[src/rtl/serial_adder_if.sv]
// rtl/serial_adder_if.sv - start/busy/done handshake and operand/result bundle for serial_adder
interface serial_adder_if #(
  parameter int WIDTH = 8
);
  logic             start;
  logic [WIDTH-1:0] a;
  logic [WIDTH-1:0] b;
  logic             busy;
  logic             done;
  logic [WIDTH-1:0] sum;
  logic             cout;

  modport master (
    output start, a, b,
    input  busy, done, sum, cout
  );

  modport slave (
    input  start, a, b,
    output busy, done, sum, cout
  );
endinterface

[src/rtl/serial_adder.sv]
// rtl/serial_adder.sv - bit-serial LSB-first adder built from two half adders and a carry flop
module serial_adder #(
  parameter int WIDTH = 8
) (
  input  logic          clk,
  input  logic          rst,
  serial_adder_if.slave bus
);

  localparam int CW = (WIDTH > 1) ? $clog2(WIDTH) : 1;

  typedef enum logic [1:0] {
    IDLE  = 2'd0,
    SHIFT = 2'd1,
    DONE  = 2'd2
  } state_t;

  state_t           state;
  state_t           state_next;
  logic [WIDTH-1:0] sa;
  logic [WIDTH-1:0] sb;
  logic [WIDTH-1:0] r;
  logic [WIDTH-1:0] r_next;
  logic [WIDTH-1:0] sum_q;
  logic             cout_q;
  logic             c;
  logic             c_next;
  logic             s_bit;
  logic [CW-1:0]    cnt;
  logic             last;
  logic [1:0]       ha0;
  logic [1:0]       ha1;

  // Half-adder cell: returns {carry, sum}.
  function automatic logic [1:0] half_adder(input logic x, input logic y);
    return {x & y, x ^ y};
  endfunction

  assign last = (cnt == CW'(WIDTH - 1));

  // Full-adder step from two half adders plus an OR; new sum bit enters the result MSB.
  always_comb begin
    ha0    = half_adder(sa[0], sb[0]);
    ha1    = half_adder(ha0[0], c);
    s_bit  = ha1[0];
    c_next = ha0[1] | ha1[1];
    r_next = (r >> 1) | (WIDTH'(s_bit) << (WIDTH - 1));
  end

  // State register; reset aborts any operation immediately.
  always_ff @(posedge clk or posedge rst) begin
    if (rst) begin
      state <= IDLE;
    end else begin
      state <= state_next;
    end
  end

  // Next-state logic: accept in IDLE, run WIDTH steps, one DONE cycle.
  always_comb begin
    state_next = state;
    case (state)
      IDLE:    if (bus.start) state_next = SHIFT;
      SHIFT:   if (last) state_next = DONE;
      DONE:    state_next = IDLE;
      default: state_next = IDLE;
    endcase
  end

  // Datapath: operand capture, per-step shifting, and result commit on the final step.
  always_ff @(posedge clk or posedge rst) begin
    if (rst) begin
      sa     <= '0;
      sb     <= '0;
      r      <= '0;
      c      <= 1'b0;
      cnt    <= '0;
      sum_q  <= '0;
      cout_q <= 1'b0;
    end else begin
      case (state)
        IDLE: begin
          if (bus.start) begin
            sa  <= bus.a;
            sb  <= bus.b;
            r   <= '0;
            c   <= 1'b0;
            cnt <= '0;
          end
        end
        SHIFT: begin
          sa  <= sa >> 1;
          sb  <= sb >> 1;
          r   <= r_next;
          c   <= c_next;
          cnt <= cnt + CW'(1);
          if (last) begin
            sum_q  <= r_next;
            cout_q <= c_next;
          end
        end
        default: begin
        end
      endcase
    end
  end

  assign bus.busy = (state == SHIFT);
  assign bus.done = (state == DONE);
  assign bus.sum  = sum_q;
  assign bus.cout = cout_q;

endmodule

[src/flat_wrapper.sv]
// flat-port wrapper written by rule: the top's interface ports become plain ports
module serial_adder_flat 
#(
  parameter int WIDTH = 8
)
  (clk, rst, bus_start, bus_a, bus_b, bus_busy, bus_done, bus_sum, bus_cout);
  serial_adder_if #(.WIDTH(WIDTH)) bus_i ();
  input  logic clk;
  input  logic rst;
  input wire logic [$bits(bus_i.start)-1:0] bus_start;
  input wire logic [$bits(bus_i.a)-1:0] bus_a;
  input wire logic [$bits(bus_i.b)-1:0] bus_b;
  output wire logic [$bits(bus_i.busy)-1:0] bus_busy;
  output wire logic [$bits(bus_i.done)-1:0] bus_done;
  output wire logic [$bits(bus_i.sum)-1:0] bus_sum;
  output wire logic [$bits(bus_i.cout)-1:0] bus_cout;
  assign bus_i.start = bus_start;
  assign bus_i.a = bus_a;
  assign bus_i.b = bus_b;
  assign bus_busy = bus_i.busy;
  assign bus_done = bus_i.done;
  assign bus_sum = bus_i.sum;
  assign bus_cout = bus_i.cout;
  serial_adder #(.WIDTH(WIDTH)) u_core (.clk(clk), .rst(rst), .bus(bus_i));
endmodule
[config.mk]
export PLATFORM = sky130hd
export DESIGN_NAME = serial_adder_flat
export DESIGN_NICKNAME = d
export VERILOG_FILES = /design/src/rtl/serial_adder_if.sv /design/src/rtl/serial_adder.sv /design/src/flat_wrapper.sv
export SDC_FILE = /design/constraint.sdc
export NUM_CORES = 1
export LEC_CHECK = 0
export CORE_MARGIN = 2
export CORE_UTILIZATION = 30
export DETAILED_ROUTE_END_ITERATION = 8
export PLACE_DENSITY = 0.59
export SLEW_MARGIN = 40
export SYNTH_ARGS = -nofsm -noshare
export SYNTH_HDL_FRONTEND = slang
export SYNTH_SLANG_ARGS = --single-unit
[constraint.sdc]
create_clock -name clk -period 1.8 [get_ports clk]
set_clock_uncertainty 0.2 [all_clocks]
set_input_delay 0.36 -clock clk [delete_from_list [all_inputs] [get_ports clk]]
set_output_delay 0.36 -clock clk [all_outputs]
set_load 0.02 [all_outputs]
==> out/qor.txt <==
most numerous cell in the Yosys netlist - dfrtp_1
setup tns final - 0 ps
max frequency - 0.5840 GHz
core footprint - 5991 um^2
routed vias/inst - 4.863
DRT iter0 DRCs - 36
synthesized instance count - 139
CTS clk-pin slew, worst paths - 80 ps
fin nets - 195
final period utilization - 95.13%
Max stage delay on crit path - 390 ps
R2R depth - 5
Hold Crit Class - primary input to asynchronous set/reset pin
first-pass GRT wire length - 6085 um
hpwl dp - 2480 um
Max Buffers Root-to-Sink - 2
most frequent cells after synthesis - 38 x dfrtp_1, 16 x inv_1, 15 x nor3b_1
Crit-path slowest cell - dfrtp_1
Final Setup Violations - 0
Async SR Flop Fraction - 100.0%
vias - 1211
CP Class - flip-flop to flip-flop
# rows - 28
CTS tree - yes
Antenna diodes - 0
normalized max-slew margin - 78.61%
Final min period - 1712 ps
outcome - finished, final reports clean
Largest delay share family, worst path - flip-flops
Setup crit end kind - flip-flop
leak pwr - 0.001053 uW
post-synthesis sequential area ratio - 50.30%
post-synth top area share - 50.30%
Post-Syn Nets - 161
worst setup margin - 87.63 ps
cell chosen for the clock root - clkbuf_8
CP Max Fanout - 9
vias in the first global route - 1256
Final Cell Area - 2377 um^2
Die H - 83.39 um
Layout area overhead - 25.74%
DIE AREA - 6953 um^2
Reg area - 950.9 um^2
Worst Path Required - 1780 ps
Area contributors post-synth - dfrtp_1 50%, nor4b_2 7.9%, mux2_4 7.1%, a211oi_2 6.0%, nor3b_1 6.0%
Pwr Total - 3737 uW
Most used DFF post-synth - dfrtp_1
total of warnings raised by yosys - 0
cells along the critical path - ha_1 -> ha_1 -> nand3b_1 -> buf_12 -> mux2_4
CP startpoint kind - flip-flop
first drt pass iteration count - 4
Hold Vio Cnt, Final - 0
routability cong. - 0.7623
number of fill cells - 576
GRT Util Overall - 10.84%
#FFs+latches synth - 38
Avg Cell Area, Syn - 13.60 um^2
Max Cap Viol - 0
worst hold slack - 214.9 ps
die boundary width - 83.39 um
pre-CTS setup slack - -10.70 ps
H-tree lvl count - 2
area leader, netlist - dfrtp_1
residual DRC count - 0
share of cells above drive strength 1 - 28.74%
CP most frequent cell - ha_1
clk sinks - 38
pin count of the biggest net entering global routing - 39
pwr/cell area - 1572 nW/um^2
DR WL/cell - 14.04 um
Synth Cell Area - 1891 um^2
Slew Limit Fails - 0
hold_buf cts - 0
Post-synth EDFFs - 0
ANT nets after route - 0
clock latency on the worst-skew pair - 290 ps
unrepaired setup endpoints after global routing - false
worst slew pin tran - 316.4 ps
Initial Util - 31.56%
PortBufs - 29
dpl cell area - 2296 um^2
Ports - 30
CTS Buf Count - 5
number of buffers and inverters on the critical path - 1
Multi-input gate area - 788.3 um^2
DRT Wirelength - 3496 um
initial antenna violation count - 0
VDD IR max - 0.7283 mV
Worst path depth - 5
crit path DAT - 1690 ps
Unique masters post-synth - 20
Remaining Overflow, GRT - 0
layout by cell type (no fill, tap or decap):
cell type | netlist | routed
a211oi_1 | 5 | 5
a211oi_2 | 9 | 9
a21oi_1 | 1 | 1
a22o_1 | 12 | 12
buf_12 | 0 | 3
buf_4 | 3 | 5
buf_6 | 4 | 2
clkbuf_2 | 0 | 2
clkbuf_8 | 0 | 6
clkdlybuf4s50_1 | 0 | 18
clkinv_2 | 0 | 1
clkinvlp_4 | 0 | 1
dfrtp_1 | 38 | 38
dlygate4sd2_1 | 0 | 9
fa_1 | 1 | 1
ha_1 | 2 | 2
inv_1 | 16 | 16
mux2_2 | 1 | 1
mux2_4 | 9 | 9
nand3b_1 | 1 | 1
nor2b_1 | 2 | 2
nor3b_1 | 15 | 15
nor4b_1 | 4 | 4
nor4b_2 | 10 | 10
o21bai_4 | 1 | 1
where the power goes:
part | leakage [uW] | switching, uW | internal (uW) | total (uW)
Sequential | 0.000467 | 236 | 1240 | 1480
Clock | 0.0000472 | 306 | 308 | 614
Combinational | 0.000539 | 785 | 859 | 1640
Total | 0.00105 | 1330 | 2410 | 3740
state kept, by name, indices dropped and copies added (netlist names):
signal	count
u_core.sa	8
u_core.state	2
u_core.bus.cout	1
u_core.c	1
u_core.bus.sum	8
u_core.r	7
u_core.cnt	3
u_core.sb	8
per-stage QoR:
stage / utilization (%) / instances
finish: 39.68 / 249
global route: 39.68 / 249
CTS: 39.70 / 249
detailed placement: 38.32 / 241
global placement: 38.32 / 241
floorplan: - / 139
worst min-delay path: stages:
cell             delay [ps]
clkdlybuf4s50_1         400
inv_1                    90
buf_12                  220
worst paths after layout:
path | end | slack, ps | start
hold / removal | u_core.bus.sum[7] | 210 | rst
setup reg to reg | u_core.bus.sum[3] | 90 | u_core.cnt[0]
setup / recovery | u_core.bus.sum[3] | 90 | u_core.cnt[0]
hold reg to reg | u_core.cnt[1] | 310 | u_core.cnt[1]
max in group asynchronous | u_core.sa[5] | 980 | rst
min in group clk | u_core.cnt[1] | 310 | u_core.cnt[1]
timing repair:
| action | in CTS | in global routing |
|---|---|---|
| hold endpoints to repair | 0 | 0 |
| setup buffers | 0 | 0 |
| gates resized for setup | 12 | 5 |
| setup endpoints to repair | 11 | 11 |
kinds of logic (layout without fill, tap and decap cells):
family | after synthesis | in the layout | synth area share (%)
adders and majority gates | 3 | 3 | 2.382
buffers and inverters | 28 | 63 | 8.008
AOI/OAI and AO/OA | 28 | 28 | 14.76
and+or+nand+nor | 32 | 32 | 16.81
muxes | 10 | 10 | 7.743
DFF | 38 | 38 | 50.30
layout make-up:
cell class | count | share of cell area [%]
clock buffer | 6 | 3.474
multi-input combinational | 73 | 33.16
sequential | 38 | 40.00
tap | 75 | 3.947
inverter | 16 | 2.526
clock inverter | 2 | 0.5263
timing repair buffer | 39 | 16.37
layer usage:
metal	vias up	share of wire [%]	wire length, um	global-route usage, %
met5	-	0	0	0
li1	572	-	-	-
met1	599	48	1695	14.89
met2	34	45	1558	16.13
met3	6	5.8	202	3.479
met4	0	1.1	40	3.577
No activity file was read; power rests on OpenSTA's default activity.
